### src/rtl/sat_pkg.sv
// Shared types for the DPLL trail: entry kind, packed trail entry and trail FSM states.
`ifndef MAX_VARS_BITS
`define MAX_VARS_BITS 8
`endif

package sat_pkg;

   localparam int DEF_VAR_BITS = `MAX_VARS_BITS;

   typedef enum logic {
      DECIDE = 1'b0,
      FORCED = 1'b1
   } entry_t;

   typedef struct packed {
      entry_t                  etype;
      logic                    val;
      logic [DEF_VAR_BITS-1:0] vidx;
   } trail_entry_t;

   typedef enum logic {
      IDLE   = 1'b0,
      UNWIND = 1'b1
   } trail_state_t;

endpackage

### src/rtl/trail_mem.sv
// Trail entry storage: one write port, one combinational read port (the stack top).
module trail_mem #(
   parameter int DEPTH      = 64,
   parameter int WIDTH      = 10,
   parameter int ADDR_BITS  = $clog2(DEPTH)
) (
   input  logic                 clock,
   input  logic                 wr_en,
   input  logic [ADDR_BITS-1:0] wr_addr,
   input  logic [WIDTH-1:0]     wr_data,
   input  logic [ADDR_BITS-1:0] rd_addr,
   output logic [WIDTH-1:0]     rd_data
);

   // Entry contents need no reset; count gates what is visible.
   logic [WIDTH-1:0] mem [DEPTH];

   always_ff @(posedge clock) begin
      if (wr_en) mem[wr_addr] <= wr_data;
   end

   assign rd_data = mem[rd_addr];

endmodule

### src/rtl/trail_stack.sv
// Assignment trail LIFO with decision-level tracking and a hardware backtrack
// that unwinds forced entries and flips the newest decision in place.
//
// state  | meaning
// IDLE   | accepts push / pop / backtrack commands
// UNWIND | one forced entry popped per cycle until a decision is flipped or the trail empties
module trail_stack
   import sat_pkg::*;
#(
   parameter int DEPTH    = 64,
   parameter int VAR_BITS = `MAX_VARS_BITS,
   parameter int CNT_BITS = $clog2(DEPTH+1)
) (
   input  logic                clock,
   input  logic                reset,
   input  logic                push,
   input  logic                push_type,
   input  logic                push_val,
   input  logic [VAR_BITS-1:0] push_var,
   input  logic                pop,
   input  logic                backtrack,
   output logic                top_type,
   output logic                top_val,
   output logic [VAR_BITS-1:0] top_var,
   output logic [CNT_BITS-1:0] count,
   output logic [CNT_BITS-1:0] level,
   output logic                empty,
   output logic                full,
   output logic                busy,
   output logic                unassign_valid,
   output logic [VAR_BITS-1:0] unassign_var,
   output logic                flip_valid,
   output logic [VAR_BITS-1:0] flip_var,
   output logic                flip_val,
   output logic                bt_unsat,
   output logic                overflow,
   output logic                underflow
);

   localparam int ADDR_BITS  = $clog2(DEPTH);
   localparam int ENTRY_BITS = VAR_BITS + 2;

   trail_state_t          state_q;
   logic [CNT_BITS-1:0]   count_q, level_q, top_idx;
   logic                  unassign_valid_q, flip_valid_q, flip_val_q, bt_unsat_q;
   logic [VAR_BITS-1:0]   unassign_var_q, flip_var_q;
   logic                  overflow_q, underflow_q;

   logic                  wr_en;
   logic [ADDR_BITS-1:0]  wr_addr, rd_addr;
   logic [ENTRY_BITS-1:0] wr_entry, rd_entry;
   logic                  raw_type, raw_val, top_dec, push_dec;
   logic [VAR_BITS-1:0]   raw_var;
   logic                  idle_cmd, replace;

   assign top_idx = count_q - 1'b1;
   assign rd_addr = top_idx[ADDR_BITS-1:0];
   assign {raw_type, raw_val, raw_var} = rd_entry;

   assign empty    = (count_q == '0);
   assign full     = (count_q == CNT_BITS'(DEPTH));
   assign busy     = (state_q == UNWIND);
   assign top_dec  = (entry_t'(raw_type) == DECIDE);
   assign push_dec = (entry_t'(push_type) == DECIDE);
   assign idle_cmd = (state_q == IDLE) && !backtrack;
   assign replace  = push && pop && !empty;

   assign top_type = empty ? 1'b0 : raw_type;
   assign top_val  = empty ? 1'b0 : raw_val;
   assign top_var  = empty ? '0 : raw_var;

   always_comb begin
      wr_en    = 1'b0;
      wr_addr  = count_q[ADDR_BITS-1:0];
      wr_entry = {push_type, push_val, push_var};
      if (idle_cmd && push) begin
         if (replace) begin
            wr_en   = 1'b1;
            wr_addr = rd_addr;
         end else if (!full) begin
            wr_en = 1'b1;
         end
      end else if (state_q == UNWIND && !empty && top_dec) begin
         wr_en    = 1'b1;
         wr_addr  = rd_addr;
         wr_entry = {FORCED, ~raw_val, raw_var};
      end
   end

   trail_mem #(
      .DEPTH     (DEPTH),
      .WIDTH     (ENTRY_BITS),
      .ADDR_BITS (ADDR_BITS)
   ) u_mem (
      .clock   (clock),
      .wr_en   (wr_en),
      .wr_addr (wr_addr),
      .wr_data (wr_entry),
      .rd_addr (rd_addr),
      .rd_data (rd_entry)
   );

   always_ff @(posedge clock or posedge reset) begin
      if (reset) begin
         state_q          <= IDLE;
         count_q          <= '0;
         level_q          <= '0;
         unassign_valid_q <= 1'b0;
         unassign_var_q   <= '0;
         flip_valid_q     <= 1'b0;
         flip_var_q       <= '0;
         flip_val_q       <= 1'b0;
         bt_unsat_q       <= 1'b0;
         overflow_q       <= 1'b0;
         underflow_q      <= 1'b0;
      end else begin
         unassign_valid_q <= 1'b0;
         flip_valid_q     <= 1'b0;
         bt_unsat_q       <= 1'b0;
         case (state_q)
            IDLE: begin
               if (backtrack) begin
                  state_q <= UNWIND;
               end else if (push && replace) begin
                  // Level loses the old top's decision and gains the new one's.
                  level_q          <= level_q + CNT_BITS'(push_dec) - CNT_BITS'(top_dec);
                  unassign_valid_q <= 1'b1;
                  unassign_var_q   <= raw_var;
               end else if (push) begin
                  if (full) begin
                     overflow_q <= 1'b1;
                  end else begin
                     count_q <= count_q + 1'b1;
                     level_q <= level_q + CNT_BITS'(push_dec);
                  end
               end else if (pop) begin
                  if (empty) begin
                     underflow_q <= 1'b1;
                  end else begin
                     count_q          <= count_q - 1'b1;
                     level_q          <= level_q - CNT_BITS'(top_dec);
                     unassign_valid_q <= 1'b1;
                     unassign_var_q   <= raw_var;
                  end
               end
            end
            UNWIND: begin
               if (empty) begin
                  bt_unsat_q <= 1'b1;
                  state_q    <= IDLE;
               end else if (!top_dec) begin
                  count_q          <= count_q - 1'b1;
                  unassign_valid_q <= 1'b1;
                  unassign_var_q   <= raw_var;
               end else begin
                  level_q      <= level_q - 1'b1;
                  flip_valid_q <= 1'b1;
                  flip_var_q   <= raw_var;
                  flip_val_q   <= ~raw_val;
                  state_q      <= IDLE;
               end
            end
            default: state_q <= IDLE;
         endcase
      end
   end

   assign count          = count_q;
   assign level          = level_q;
   assign unassign_valid = unassign_valid_q;
   assign unassign_var   = unassign_var_q;
   assign flip_valid     = flip_valid_q;
   assign flip_var       = flip_var_q;
   assign flip_val       = flip_val_q;
   assign bt_unsat       = bt_unsat_q;
   assign overflow       = overflow_q;
   assign underflow      = underflow_q;

endmodule
### config.mk
export PLATFORM = sky130hd
export DESIGN_NAME = trail_stack
export DESIGN_NICKNAME = d
export VERILOG_FILES = /design/src/rtl/sat_pkg.sv /design/src/rtl/trail_mem.sv /design/src/rtl/trail_stack.sv
export SDC_FILE = /design/constraint.sdc
export NUM_CORES = 1
export LEC_CHECK = 0
export CORE_MARGIN = 3
export CORE_UTILIZATION = 50
export CTS_CLUSTER_DIAMETER = 60
export DETAILED_ROUTE_END_ITERATION = 7
export GPL_ROUTABILITY_DRIVEN = 0
export PLACE_DENSITY_LB_ADDON = 0.2
export SETUP_SLACK_MARGIN = 0.4
export SLEW_MARGIN = 20
export SYNTH_ARGS = -nofsm -noshare
export SYNTH_HDL_FRONTEND = slang
export SYNTH_HIERARCHICAL = 1
export SYNTH_SLANG_ARGS = --single-unit
### constraint.sdc
create_clock -name clock -period 11 [get_ports clock]
set_clock_uncertainty 0.15 [all_clocks]
set_input_delay 2.2 -clock clock [delete_from_list [all_inputs] [get_ports clock]]
set_output_delay 2.2 -clock clock [all_outputs]
set_load 0.01 [all_outputs]
# Yosys cells after proc, flatten, opt, wreduce, memory -nomap -nowiden
# Memory sizes are Yosys's and may differ from the RTL's.
# Index checks and enable logic that the tools add are counted.
[classes]
add_sub_neg = 6
n_mul = 0
div = 0
magnitude_cmp = 0
eq_ne = 15
shift = 0
n_mux = 55
n_bitwise = 8
reduce_logical = 16
[op_table]
columns = ["cell", "count"]
rows = [
  ["2-to-1 mux 7 bit", 16],
  ["2-to-1 mux 8 bit", 8],
  ["case mux 7 bit (2 select lines)", 2],
  ["2-to-1 mux 1 bit", 21],
  ["2-to-1 mux 10 bit", 2],
  ["2-to-1 mux 6 bit", 3],
  ["AND reduction 6 bit", 3],
  ["case mux 8 bit (2 select lines)", 1],
  ["subtractor 7 x 1 -> 7 bit", 2],
  ["subtractor 7 x 1 -> 7 bit, second input constant", 2],
  ["!= test 4 x 3 -> 1 bit, second input constant", 3],
  ["!= test 3 x 2 -> 1 bit, second input constant", 3],
  ["!= test 3 bit, second input constant", 3],
  ["!= test 2 bit, second input constant", 4],
  ["inverter 1 bit", 8],
  ["adder 7 x 1 -> 7 bit", 1],
  ["adder 7 x 1 -> 7 bit, second input constant", 1],
  ["equality test 7 bit, second input constant", 1],
  ["logical AND 1 bit", 7],
  ["logical NOT 7 bit", 1],
  ["AND reduction 7 bit", 1],
  ["AND reduction 5 bit", 1],
  ["case mux 1 bit (2 select lines)", 2],
  ["AND reduction 3 bit", 1],
  ["2 further kinds", 3],
]
[word_totals]
ff_bits = 37
latchBits = 0
ram_bits = 640
mem_bits_ro = 0
inputBits = 15
out_inout_bits = 49
mem_count = 1
[mem_list]
columns = ["name", "depth", "word_bits", "rd", "rd_clocked_by_memory_dff", "wr", "line_no", "text"]
rows = [
  ["u_mem.mem", 64, 10, 1, 0, 1, "trail_mem.sv:16", "logic [WIDTH-1:0] mem [DEPTH];"],
]

# Logic depth before layout (Yosys ltp)
# An unclocked memory read counts as a cell.
[logic_depth]
word_depth = 10
ltp_mapped = 20

# Modules after synthesis
# Netlist, hierarchy kept.
[modules_own_cells]
columns = ["module", "n_inst", "cells_per_inst", "area_each_um2", "seq_area_each_um2"]
rows = [
  ["trail_mem", 1, 1108, 24901.4, 19218.4],
  ["trail_stack", 1, 307, 2597.5, 925.9],
]

# Least setup slack after synthesis
# No wires, ideal clock.
[synth_timing]
path_kind = "register -> register"
start = "reg count_q[0], in the netlist count[0]"
end = "mem u_mem.mem[0][8], data pin"
setup_ns = 0.702
arrival_ns = 5.680
slack_ns = 4.469
path_stages_with_launch = 15
synth_period_minus_slack_ns = 6.531
path_cell_list = "dfrtp_1 > inv_1 > ha_1 > inv_1 > buf_2 > clkbuf_1 > buf_2 > mux4_2 > mux2i_1 > a22oi_1 > a22o_1 > nor2b_1 > nand2_1 > clkbuf_1 > o21ai_0"
[synth_via]
elab_chain_len = 6
word_cells_on_any_way = 10
[synth_rtl]
columns = ["element", "line_no", "text"]
rows = [
  ["start, declared", "trail_stack.sv:44", "logic [CNT_BITS-1:0] count_q, level_q, top_idx;"],
  ["start signal, assigned", "trail_stack.sv:133", "count_q <= count_q + 1'b1;"],
  ["start signal, assigned", "trail_stack.sv:140", "count_q <= count_q - 1'b1;"],
  ["start signal, assigned", "trail_stack.sv:152", "count_q <= count_q - 1'b1;"],
  ["subtractor 7 x 1 -> 7 bit", "n/a", ""],
  ["named net top_idx[0]", "trail_stack.sv:44", ""],
  ["memory read (64 x 10 bit)", "n/a", ""],
  ["named net rd_entry[9]", "trail_stack.sv:51", "logic [ENTRY_BITS-1:0] wr_entry, rd_entry;"],
  ["inverter 1 bit (no line)", "n/a", ""],
  ["logical AND 1 bit", "trail_stack.sv:83", "end else if (state_q == UNWIND && !empty && top_dec) begin"],
  ["2-to-1 mux 10 bit", "trail_stack.sv:83", ""],
  ["2-to-1 mux 10 bit", "trail_stack.sv:76", "if (idle_cmd && push) begin"],
  ["named net wr_entry[8]", "trail_stack.sv:51", ""],
  ["end, declared", "trail_mem.sv:16", ""],
]
# The timed path passes the listed nets, and every way through them passes these cells.

# Worst setup path after layout
[layout_timing]
start = "reg count_q[0], in the netlist count[0]"
end = "out top_var[0]"
[layout_via]
elab_chain_len = 3
word_cells_on_any_way = 4
[layout_rtl]
columns = ["element", "line_no", "text"]
rows = [
  ["subtractor 7 x 1 -> 7 bit", "n/a", ""],
  ["named net top_idx[0]", "trail_stack.sv:44", ""],
  ["memory read (64 x 10 bit)", "n/a", ""],
  ["named net rd_entry[0]", "trail_stack.sv:51", ""],
  ["2-to-1 mux 8 bit", "trail_stack.sv:70", "assign top_var = empty ? '0 : raw_var;"],
  ["end, declared", "trail_stack.sv:24", "output logic [VAR_BITS-1:0] top_var,"],
]
# The timed path passes the listed nets, and every way through them passes these cells.

==> metrics.md <==
| Metric | Value |
|---|---|
| Status | finished clean |
| Pin count of the biggest net entering global routing | 79 |
| Initial Util | 50.80% |
| Most frequent cells in the layout | edfxtp_1 (640), mux4_2 (160), nor2_1 (80), clkbuf_16 (71), nand2_1 (70) |
| Final setup viols | 0 |
| Crit Reg-Reg Endpoint | u_mem/mem[59][6] |
| RSZ-0062 raised after global routing | no |
| DRT antenna net count | 0 |
| N_diodes | 0 |
| Worst R2R Setup Slack | 3.57 ns |
| Worst slew pin tran | 1.074 ns |
| FP Rows | 85 |
| Die H | 240.5 um |
| CP bufs+invs | 4 |
| Number of global-route vias before repair | 14,010 |
| Core Area | 54,130 um2 |
| Hold Path Sink | flip_var[6] |
| 1st-pass router iterations | 5 |
| Post-synthesis cell type count | 66 |
| Hold_sp | flip_var[6] |
| Cts bufs inserted | 70 |
| Post-synthesis sequential area ratio | 73.26% |
| Slew Limit Fails | 0 |
| Clock sink count | 677 |
| Delay-heaviest family, CP | buffers and inverters |
| Grt ovf | 0 |
| Worst EP arrival | 5.38 ns |
| # fillers | 3,907 |
| HP Class | reg2reg |
| Fraction of layout cells with a size suffix above 1 | 21.49% |
| Post-synth EDFFs | 640 |
| Vias per Instance | 6.241 |
| Ys flop type | edfxtp_1 |
| Per-cell routed wire length | 28.75 um |
| Initial DRC Count | 1,562 |
| Number of setup buffers added after CTS | 0 |
| Slowest CP cell | inv_6 |
| PortBufs | 63 |
| Die X | 240.5 um |
| Layout area overhead | 12.96% |
| Initial antenna violation count | 0 |
| Fmax | 129.3 MHz |
| Root Driver | clkbuf_16 |
| Longest Clk Path Bufs | 3 |
| Die ar. | 57,850 um2 |
| Post-Route WL | 64,290 um |
| Period utilization | 70.30% |
| Worst Hold Depth | 2 |
| Async S/R FF share, synth | 5.465% |
| DRC | 0 |
| Mapped Area | 27,500 um2 |
| Setup crit start kind | flip-flop |
| Tmin final | 7.733 ns |
| H-tree depth | 3 |
| Synthesized area per cell | 19.43 um2 |
| CTS tree | built |
| Net Count, Synth | 1,440 |
| Reg2Reg Depth | 16 |
| Worst path cell trace | inv_8, ha_1, inv_6, buf_12, mux4_2, nor2b_1, a2111oi_2, a221oi_1, a22o_1, and2_1, clkdlybuf4s50_1 |
| Nets | 1,515 |
| Vias | 13,960 |
| Slew margin rel. | 28.13% |
| Final setup margin | 3.267 ns |
| Pre-CTS setup slack | 3.499 ns |
| First-pass GRT wire length | 95,430 um |
| Clk slew on worst S/H paths | 0.06 ns |
| Tot GR Track Use | 22.80% |
| CTS-repair resized insts | 0 |
| Crit-path max cell delay | 0.53 ns |
| CTS Hold Bufs | 0 |
| #FFs+latches synth | 677 |
| MaxCap Viol Count | 0 |
| Leading cell type in the layout, fill and taps excluded | edfxtp_1 |
| Crit-path max FO | 78 |
| WP data required | 8.65 ns |
| Crit. End Element | output port |
| Detailed placer's ending HPWL | 38,520 um |
| RR Startpoint | count[0] |
| Final Hold Viols | 0 |
| Clock Latency Late Sink | 0.60 ns |
| Setup TNS | 0 ns |
| Critical path type | reg2out |
| Synth warn | 6 |
| # IOs | 64 |
| Post-Synthesis Cells | 1,415 |
-- registers in the layout, summed over array words and instances (netlist names), 7 cells and up --
| register | count |
|---|---|
| count | 7 |
| unassign_var | 8 |
| level | 7 |
| u_mem/mem | 640 |
| flip_var | 8 |
-- stage by stage --
step	util [%]	cell area, um2	hold slack [ns]	cells
global placement	53.28	28840	0.3099	2114
floorplan	-	27500	0.3617	1415
detailed placement	53.28	28840	0.3163	2114
global route	57.38	31060	0.3436	2236
finish	57.38	31060	0.3261	2236
CTS	57.36	31050	0.3314	2236
-- per-layer routing --
metal | vias up | part of all wire [%] | GRT usage (%)
li1 | 5901 | - | -
met1 | 7344 | 44 | 33.75
met2 | 630 | 47 | 34.96
met3 | 80 | 7.6 | 4.428
met4 | 0 | 2.1 | 6.867
met5 | - | 0 | 0
-- logic make-up after synthesis --
logic type      count (synthesis)  synth area share, %
compound gates                119                3.508
fa+ha+maj                      10               0.4550
xor+xnor                       23               0.7326
mux                           234                15.96
flops                         677                73.26
buf+inv                        96                1.774
simple gates                  256                4.318
-- Yosys cell counts (6+ instances only) --
library cell	count	area, um2
buf_4	16	120.1
mux4_2	160	3603
nand4_1	6	37.54
clkbuf_1	34	127.6
and2_1	14	87.58
edfxtp_1	640	19220
nor2b_1	14	87.58
nor2_1	84	315.3
inv_1	16	60.06
o22ai_1	16	100.1
a22o_1	7	61.31
a22oi_1	9	67.56
nand2_1	79	296.5
nand2b_1	9	56.30
xnor2_1	21	183.9
nor3_1	8	40.04
a211oi_1	9	67.56
nand3_1	16	80.08
o31ai_1	7	52.55
a21oi_1	12	60.06
ha_1	10	125.1
or3_1	7	43.79
mux2_2	15	168.9
buf_2	21	105.1
dfrtp_1	37	925.9
mux2i_1	54	540.5
o21ai_0	12	60.06
-- worst max-delay path by stage --
stage	cells after the start	from	endpoint
6_report	11	count[0]	top_var[0]
4_1_cts	11	count[0]	top_var[0]
2_1_floorplan	14	count[0]	u_mem/mem[0][8]
3_5_place_dp	9	push	u_mem/mem[39][1]
3_3_place_gp	15	count[0]	u_mem/mem[39][1]
5_1_grt	11	count[0]	top_var[0]
-- worst register-to-register path: cells and delay by family, from the launching register on --
| family | cells | cell delay, ns |
|---|---|---|
| AOI/OAI and AO/OA | 4 | 1.19 |
| DFF | 1 | 0.49 |
| and+or+nand+nor | 6 | 2.57 |
| muxes | 2 | 0.71 |
| buffers and inverters | 3 | 1.52 |
| adders and majority gates | 1 | 0.43 |
-- cell type report --
type | instances | area, um2 | share of cell area [%]
Clock buffer | 84 | 1826 | 5.877
Clock inverter | 38 | 382.9 | 1.233
Inverter | 17 | 76.32 | 0.2457
Multi-Input combinational cell | 642 | 6977 | 22.46
Sequential cell | 677 | 20140 | 64.85
Tap cell | 696 | 870.8 | 2.804
Timing Repair Buffer | 82 | 785.8 | 2.530
Power is not shown: default switching activity piles up to over one toggle a cycle in this logic, so the estimate is an artifact.
==> RTL change (config.mk and constraints unchanged) <==
`DEPTH` is set to 64 in 2 places; all go to 128.
--- a/src/rtl/trail_mem.sv
+++ b/src/rtl/trail_mem.sv
@@ -1,6 +1,6 @@
 // Trail entry storage: one write port, one combinational read port (the stack top).
 module trail_mem #(
-   parameter int DEPTH      = 64,
+   parameter int DEPTH      = 128,
    parameter int WIDTH      = 10,
    parameter int ADDR_BITS  = $clog2(DEPTH)
 ) (
--- a/src/rtl/trail_stack.sv
+++ b/src/rtl/trail_stack.sv
@@ -7,7 +7,7 @@
 module trail_stack
    import sat_pkg::*;
 #(
-   parameter int DEPTH    = 64,
+   parameter int DEPTH    = 128,
    parameter int VAR_BITS = `MAX_VARS_BITS,
    parameter int CNT_BITS = $clog2(DEPTH+1)
 ) (
Interface: changed (resized count and level); port bits go from 64 to 66. The function was not compared with the original's and may differ.
==> RTL change against the original RTL <==
Hold slack better by 3.6 ps; final area increased by 89%; synthesized area is 89% higher; sequential share of layout area is 2.3 points higher; wire length up 93%; via count is 78% higher; setup slack worse by 1300 ps; sequential cell count increased by 642.
Power is not shown: default switching activity piles up to over one toggle a cycle in this logic, so the estimate is an artifact.
==> RTL change: results (changes against the original RTL) <==
[yosys]
netlist.area_leader.share_pct=74.0  ; was 69.9%
synth_area_leaders=edfxtp_1, mux4_2, dfrtp_1  ; unchanged
syn-num-nets=2352  ; was 1,440
yosysUniqueCellTypes=58  ; was 66
netlist_top_cells_count=edfxtp_1, mux4_2, nor2_1  ; unchanged
synthArstFlopShare_pct=2.96  ; was 5.47%
synth_edf_count=1280  ; was 640
ys_seq_area_share_pct=75.9  ; was 73.3%

[setup_path]
rr_worst_depth=15  ; was 16
crit_path_start=count[0]  ; unchanged
slowest_delay_ps=710  ; was 530 ps
r2r_slack_ps=2080  ; was 3570 ps
r2r-end=u_mem/mem[93][7]  ; was u_mem/mem[59][6]
path_max_fanout=160  ; was 78
cp.arrival_ps=6700  ; was 5380 ps
cpMaxStageDelayCell=buf_12  ; was inv_6
endpoint=top_var[1]  ; was top_var[0]

[placement]
port_buffers=65  ; was 63
hpwl_um=75400  ; was 38,500 µm
dpl-instance-area_mm2=0.0543  ; was 0.0288 mm²

[routing]
vias=24834  ; was 13,955
firstDrtPassIters=7  ; was 5
wirelength_um=124000  ; was 64,300 µm

[clocking]
cts.reportedPaths.clkPinSlew_ps=60  ; about the same
ctsHtreeMaxLevel=4  ; was 3
post_cts_resized=0  ; unchanged
clkLatencyLatePin_ps=730  ; was 600 ps
cts_made_buffers=135  ; was 70

[sta]
max-slew-margin-rel_pct=21.5  ; was 28.1%
fin_crit_sh_pct=82.3  ; was 70.3%

[global_route]
antenna_found_initial=7  ; was 0
grt_max_degree=161  ; was 79
grt_pass1_wl_um=182000  ; was 95,400 µm
globalRouteTotalUtil_pct=23.6  ; was 22.8%

[finish]
fin_nets=2465  ; was 1,515
n_fill_cell=7350  ; was 3,907
drive_gt1_share_pct=27.9  ; was 21.5%
largest_register_ffs=1280  ; was 640

[outcome]
outcome=complete, no violations  ; unchanged

[RTL change: cell type report]
class / instances / area share [%]
repair buffers: 106 / 1.77
flip-flops and latches: 1319 / 67.1
multi-input cells: 861 / 20.6
clock buffers: 165 / 6.13
inverters: 18 / 0.132
well taps: 1368 / 2.92
clock inverters: 79 / 1.33
[RTL change: per-layer routing]
layer	routed length (µm)	part of all wire, %	global-route usage (%)
met5	0	0	0
met4	3230	2.6	6.71
met3	11600	9.4	5.38
met2	59100	48	36.1
met1	49900	40	34.8
[RTL change: cell families after synthesis]
family | share of synthesized area [%]
buffers and inverters | 1.20
adder cells (fa/ha/maj) | 0.217
XOR/XNOR | 0.455
AND/OR/NAND/NOR | 2.68
multiplexers | 18.7
AO/OA/AOI/OAI | 0.831
flip-flops | 75.9
[RTL change: stage by stage]
step / hold WS, ps / utilization [%] / std cells
floorplan: 347 / - / 2328
global placement: 317 / 53.0 / 3672
detailed placement: 316 / 53.0 / 3672
CTS: 331 / 57.3 / 3916
global route: 366 / 57.3 / 3916
finish: 330 / 57.3 / 3916
[RTL change: how the worst min path moves through the flow]
| stage | startpoint | to | slack, ps | cells after the start |
|---|---|---|---|---|
| floorplan | overflow | overflow | 350 | 2 |
| global placement | underflow | underflow | 320 | 1 |
| detailed placement | flip_var[1] | flip_var[1] | 320 | 2 |
| CTS | flip_var[1] | flip_var[1] | 330 | 2 |
| global route | underflow | underflow | 370 | 1 |
| finish | flip_var[1] | flip_var[1] | 330 | 2 |
[RTL change: worst max-delay path: cells and delay by family, from the launching register on]
| kind | cells | cell delay, ps |
|---|---|---|
| xor gates and xnor gates | 1 | 240 |
| and+or+nand+nor | 1 | 160 |
| DFF | 1 | 500 |
| adders and majority gates | 1 | 460 |
| buffers and inverters | 4 | 2450 |
| muxes | 4 | 1970 |
